--- src/rtl/raster_tri_scheduler.sv ---
`default_nettype none
// ============================================================================
// Module   : raster_tri_scheduler
// Brief    : Loads triangles over a vertex stream, sorts vertices by X and
//            double-buffers slots for raster cores; merges per-slot hits into
//            one prioritised pixel colour.
// Revision : 1.0 - initial release
// ============================================================================
module raster_tri_scheduler #(
    parameter int          NUM_TRI  = 2,
    parameter logic [5:0]  BG_COLOR = 6'b000000
) (
    input  logic                    clk,
    input  logic                    rst,
    input  logic                    vtx_valid,
    output logic                    vtx_ready,
    input  logic [9:0]              vtx_x,
    input  logic [8:0]              vtx_y,
    input  logic [1:0]              vtx_slot,
    input  logic [5:0]              vtx_color,
    input  logic                    frame_start,
    output logic [30*NUM_TRI-1:0]   tri_x,
    output logic [27*NUM_TRI-1:0]   tri_y,
    input  logic [NUM_TRI-1:0]      raster_in,
    output logic [5:0]              pix_color,
    output logic                    pix_hit,
    output logic                    busy
);

    typedef enum logic [2:0] {
        S_LOAD0  = 3'd0,
        S_LOAD1  = 3'd1,
        S_LOAD2  = 3'd2,
        S_SORT0  = 3'd3,
        S_SORT1  = 3'd4,
        S_SORT2  = 3'd5,
        S_COMMIT = 3'd6
    } state_t;

    state_t r_state;
    state_t w_next;
    logic   w_xfer;

    // Working vertex registers, arrival order until sorted in place
    logic [9:0] r_wx [3];
    logic [8:0] r_wy [3];
    logic [1:0] r_slot;
    logic [5:0] r_color;

    logic [29:0] r_sh_x  [NUM_TRI];
    logic [26:0] r_sh_y  [NUM_TRI];
    logic [5:0]  r_sh_c  [NUM_TRI];
    logic        r_sh_v  [NUM_TRI];
    logic [29:0] r_act_x [NUM_TRI];
    logic [26:0] r_act_y [NUM_TRI];
    logic [5:0]  r_act_c [NUM_TRI];
    logic        r_act_v [NUM_TRI];

    logic       w_hit;
    logic [5:0] w_color;

    assign w_xfer = vtx_valid && vtx_ready;

    always_ff @(posedge clk) begin
        if (rst) begin
            r_state <= S_LOAD0;
        end else begin
            r_state <= w_next;
        end
    end

    always_comb begin
        w_next    = r_state;
        vtx_ready = 1'b0;
        busy      = 1'b0;
        case (r_state)
            S_LOAD0: begin
                vtx_ready = 1'b1;
                if (vtx_valid) w_next = S_LOAD1;
            end
            S_LOAD1: begin
                vtx_ready = 1'b1;
                if (vtx_valid) w_next = S_LOAD2;
            end
            S_LOAD2: begin
                vtx_ready = 1'b1;
                if (vtx_valid) w_next = S_SORT0;
            end
            S_SORT0: begin
                busy   = 1'b1;
                w_next = S_SORT1;
            end
            S_SORT1: begin
                busy   = 1'b1;
                w_next = S_SORT2;
            end
            S_SORT2: begin
                busy   = 1'b1;
                w_next = S_COMMIT;
            end
            S_COMMIT: begin
                busy   = 1'b1;
                w_next = S_LOAD0;
            end
            default: w_next = S_LOAD0;
        endcase
    end

    // Three-pass bubble network; strict compare keeps equal X in arrival order
    always_ff @(posedge clk) begin
        if (rst) begin
            for (int i = 0; i < 3; i++) begin
                r_wx[i] <= '0;
                r_wy[i] <= '0;
            end
            r_slot  <= '0;
            r_color <= '0;
        end else begin
            case (r_state)
                S_LOAD0: begin
                    if (w_xfer) begin
                        r_wx[0] <= vtx_x;
                        r_wy[0] <= vtx_y;
                        r_slot  <= vtx_slot;
                        r_color <= vtx_color;
                    end
                end
                S_LOAD1: begin
                    if (w_xfer) begin
                        r_wx[1] <= vtx_x;
                        r_wy[1] <= vtx_y;
                    end
                end
                S_LOAD2: begin
                    if (w_xfer) begin
                        r_wx[2] <= vtx_x;
                        r_wy[2] <= vtx_y;
                    end
                end
                S_SORT0, S_SORT2: begin
                    if (r_wx[0] < r_wx[1]) begin
                        r_wx[0] <= r_wx[1];
                        r_wx[1] <= r_wx[0];
                        r_wy[0] <= r_wy[1];
                        r_wy[1] <= r_wy[0];
                    end
                end
                S_SORT1: begin
                    if (r_wx[1] < r_wx[2]) begin
                        r_wx[1] <= r_wx[2];
                        r_wx[2] <= r_wx[1];
                        r_wy[1] <= r_wy[2];
                        r_wy[2] <= r_wy[1];
                    end
                end
                default: ;
            endcase
        end
    end

    // Active bank copies the pre-commit shadow when frame_start meets COMMIT;
    // out-of-range slot indices match no k and are silently dropped.
    always_ff @(posedge clk) begin
        if (rst) begin
            for (int k = 0; k < NUM_TRI; k++) begin
                r_sh_x[k]  <= '0;
                r_sh_y[k]  <= '0;
                r_sh_c[k]  <= '0;
                r_sh_v[k]  <= 1'b0;
                r_act_x[k] <= '0;
                r_act_y[k] <= '0;
                r_act_c[k] <= '0;
                r_act_v[k] <= 1'b0;
            end
        end else begin
            for (int k = 0; k < NUM_TRI; k++) begin
                if (frame_start) begin
                    r_act_x[k] <= r_sh_x[k];
                    r_act_y[k] <= r_sh_y[k];
                    r_act_c[k] <= r_sh_c[k];
                    r_act_v[k] <= r_sh_v[k];
                end
                if ((r_state == S_COMMIT) && (r_slot == 2'(k))) begin
                    r_sh_x[k] <= {r_wx[2], r_wx[1], r_wx[0]};
                    r_sh_y[k] <= {r_wy[2], r_wy[1], r_wy[0]};
                    r_sh_c[k] <= r_color;
                    r_sh_v[k] <= 1'b1;
                end
            end
        end
    end

    // Walk from the highest index down so the lowest hitting slot wins
    always_comb begin
        w_hit   = 1'b0;
        w_color = BG_COLOR;
        for (int k = NUM_TRI - 1; k >= 0; k--) begin
            if (raster_in[k] && r_act_v[k]) begin
                w_hit   = 1'b1;
                w_color = r_act_c[k];
            end
        end
    end

    always_ff @(posedge clk) begin
        if (rst) begin
            pix_color <= BG_COLOR;
            pix_hit   <= 1'b0;
        end else begin
            pix_color <= w_color;
            pix_hit   <= w_hit;
        end
    end

    generate
        for (genvar g = 0; g < NUM_TRI; g++) begin : g_slot_out
            assign tri_x[30*g +: 30] = r_act_x[g];
            assign tri_y[27*g +: 27] = r_act_y[g];
        end
    endgenerate

endmodule
`default_nettype wire

--- config.mk ---
export PLATFORM = sky130hd
export DESIGN_NAME = raster_tri_scheduler
export DESIGN_NICKNAME = d
export VERILOG_FILES = /design/src/rtl/raster_tri_scheduler.sv
export SDC_FILE = /design/constraint.sdc
export NUM_CORES = 1
export LEC_CHECK = 0
export ABC_CLOCK_PERIOD_IN_PS = 6000
export CAP_MARGIN = 20
export CORE_MARGIN = 2
export CORE_UTILIZATION = 57
export CTS_BUF_LIST = sky130_fd_sc_hd__clkbuf_4
export DETAILED_ROUTE_END_ITERATION = 8
export GPL_TIMING_DRIVEN = 1
export PLACE_DENSITY_LB_ADDON = 0.2
export SLEW_MARGIN = 20
export SYNTH_ARGS = -nofsm -noshare
export SYNTH_HDL_FRONTEND = slang
export SYNTH_SLANG_ARGS = --single-unit
--- constraint.sdc ---
create_clock -name clk -period 6 [get_ports clk]
set_clock_uncertainty 0.15 [all_clocks]
set_input_delay 0.6 -clock clk [delete_from_list [all_inputs] [get_ports clk]]
set_output_delay 0.6 -clock clk [all_outputs]
set_load 0.005 [all_outputs]
==> impl_results.md <==
- Detail Placement HPWL: 15,800 microns
- Hold WC Path Type: reg -> reg
- Worst setup path start: r_wx[0][13]
- Placed Cells: 1,178
- Clock tree from TritonCTS: done
- Number of cell rows: 54
- Yosys reg bits: 331
- Sink Count: 331
- Final Max Slew Viols: 0
- Initial antenna violation count: 2
- Vias/cell: 5.38
- Final hold violation count: 0
- Worst slew pin tran: 1.00 ns
- Synth warn: 0
- Fin crit period: 3.54 ns
- Static Leak: 5.82 nW
- Worst r2r dst: r_wx[0][11]
- First-pass GRT wire length: 39,100 microns
- Final Non-Filler Cells: 1,325
- Initial Utilization: 57.6%
- R2R Path Start: r_wx[0][13]
- Slew HR: 33.2%
- H-tree Lvls: 3
- Synth Net Count: 822
- Post-CTS Repair Setup Buffers: 0
- Crit path max fanout: 20
- P per Cell Area: 312 nW/um^2
- EDFF count, synth: 313
- Clock Pin Slew Worst Setup and Hold Paths: 0.07 ns
- Clock buffer depth: 3
- Setup TNS Final: 0 ns
- Largest net degree at the start of global routing: 129
- # IOs: 156
- Die H: 152 microns
- Setup crit end: r_wx[0][11]
- MaxCap Viol Count: 0
- Tcrit/Tclk final: 59.0%
- Area growth, synth to finish: 23.0%
- Clk_lat worst skew: 0.67 ns
- Initial detailed-routing violation count: 465
- Post-synth top area share: 75.2%
- Most numerous cell in the Yosys netlist: edfxtp_1
- Die area: 23,100 sq um
- Seq/Total Area, Yosys: 78.1%
- Critical Path AT: 3.67 ns
- Die W: 152 microns
- Unrepaired setup endpoints after global routing: false
- Final setup margin: 2.46 ns
- Max VDD drop: 212 uV
- Unique cell type count in the Yosys netlist: 42
- Synth top area cells: edfxtp_1 75%, and2_1 9.2%, dfxtp_1 2.9%, ha_1 1.8%, a221o_1 1.5%
- GRT Total Usage: 21.6%
- I/O Buffers: 155
- Endpoint class of the critical path: flop
- Hold slack: 0.323 ns
- Gr ovfl total: 0
- Predominant post-synthesis flop cell: edfxtp_1
- Nets: 1,032
- RePlAce Congestion: 0.850
- Fmax: 0.282 GHz
- Pre-antenna DRT Iters: 5
- DRT antenna net count: 0
- Startpoint Class: flop
- Ys async rst share: 0%
- Reg2reg setup slack: 2.46 ns
- Post_cts resized: 0
- Total Power: 4.80 mW
- Share of cells above drive strength 1: 13.6%
- Mean area per synthesized cell: 16.2 sq um
- Total number of vias: 7,123
- Final setup fails: 0
- Cells after Synth: 771
- Routed len/inst: 18.8 microns
- CTS root buf: clkbuf_4
- Number of global-route vias before repair: 7,452
- Setup slack at placement: 2.20 ns
- Mapped cell area: 12,500 sq um
- Core ar.: 21,700 sq um
- Post-synth top area cell: edfxtp_1
- Total CTS buffers: 81
- R2R depth: 7
- Hold buffer count at cts: 0
- DRC violations left: 0
- Outcome: finished, final reports clean
- Critical setup path kind: reg -> reg
- Synth cell count leaders: 313 x edfxtp_1, 184 x and2_1, 29 x inv_1
- Final WL: 24,900 microns
- Required time worst endpoint: 6.13 ns
## placed cells by master, fill, tap and decap left out, types with 2 or more instances in the layout
master	Yosys	routed
edfxtp_1	313	313
and2_1	184	184
clkdlybuf4s50_1	0	154
clkbuf_4	0	112
inv_1	29	29
nor3_1	27	27
clkinv_1	0	24
o21ai_0	21	20
a221o_1	19	19
a31oi_1	18	18
ha_1	18	18
dfxtp_1	18	18
a21oi_1	14	14
nand2_1	11	11
buf_4	1	10
nand3_1	9	9
a22o_1	8	8
nor2_1	7	6
clkinv_2	0	5
nand2b_1	4	4
o21a_1	3	3
diode_2	0	2
o21bai_4	0	2
nand4_1	2	2
a211o_1	2	2
a21o_1	2	2
a211oi_1	2	2
a2bb2oi_1	2	2
clkinvlp_4	0	2
## per-stage QoR
stage	utilization [%]	instance area, sq um
final	70.9	15400
after global routing	70.9	15400
after CTS	70.8	15400
after detailed placement	66.2	14400
after global placement	66.2	14400
after floorplan	-	12500
## routing by layer
metal  vias to the layer above  routed length, microns  GRT usage, %
li1                       3327                       -             -
met1                      3474                    9810          26.5
met2                       277                   12900          36.8
met3                        45                    1600          5.93
met4                         0                     553          8.54
met5                         -                       0             0
## cells by family (layout without fill, tap and decap cells)
| family | count (synthesis) | after routing | synth area share (%) |
|---|---|---|---|
| adder cells (fa/ha/maj) | 18 | 18 | 1.80 |
| multiplexers | 2 | 2 | 0.170 |
| other | 0 | 2 | 0 |
| flip-flops | 331 | 331 | 78.1 |
| buffers and inverters | 67 | 339 | 2.16 |
| XOR/XNOR | 2 | 2 | 0.140 |
| AO/OA/AOI/OAI | 98 | 98 | 5.55 |
| AND/OR/NAND/NOR | 253 | 253 | 12.1 |
## critical path, cell delays in order (launching register included)
cell      delay (ns)
edfxtp_1        0.42
inv_1           0.13
ha_1            0.25
a211o_1         0.27
a21oi_1         0.13
o21a_1          0.21
o21a_1          0.75
or4_1           0.85
## worst min-delay path by stage
stage / end / slack (ns) / depth (start not counted) / startpoint
3_5_place_dp: r_color[5] / 0.31 / 1 / r_color[5]
3_3_place_gp: r_color[2] / 0.30 / 1 / r_color[2]
4_1_cts: r_color[2] / 0.32 / 2 / vtx_color[2]
6_report: r_color[5] / 0.32 / 1 / r_color[5]
5_1_grt: r_color[0] / 0.35 / 2 / vtx_color[0]
2_1_floorplan: r_slot[1] / 0.29 / 1 / r_slot[1]
## power breakdown
| part | leakage (nW) | internal (mW) | switching (mW) | total (mW) |
|---|---|---|---|---|
| Clock | 0.591 | 0.913 | 0.853 | 1.77 |
| Sequential | 3.49 | 2.66 | 0.0563 | 2.72 |
| Combinational | 1.74 | 0.155 | 0.165 | 0.320 |
| Total | 5.82 | 3.73 | 1.07 | 4.80 |
## state kept, by name, indices dropped and copies added (netlist names)
| signal | count |
|---|---|
| r_act_v | 2 |
| r_act_y | 54 |
| r_slot | 2 |
| r_wx | 30 |
| r_color | 6 |
| r_wy | 27 |
| r_sh_c | 12 |
| r_act_x | 60 |
| pix_hit | 1 |
| pix_color | 6 |
| r_sh_y | 54 |
| r_sh_x | 60 |
| r_act_c | 12 |
| r_sh_v | 2 |
| r_state | 3 |
## final cells by class
| type | instances | area, sq um |
|---|---|---|
| sequential | 331 | 9760 |
| fill | 1436 | 6310 |
| multi-input combinational | 373 | 2520 |
| timing repair buffer | 165 | 1620 |
| clock buffer | 112 | 841 |
| tap | 280 | 350 |
| clock inverter | 33 | 164 |
| inverter | 29 | 109 |
| antenna | 2 | 5.00 |
Note: power is estimated with default switching activity, not from simulation.
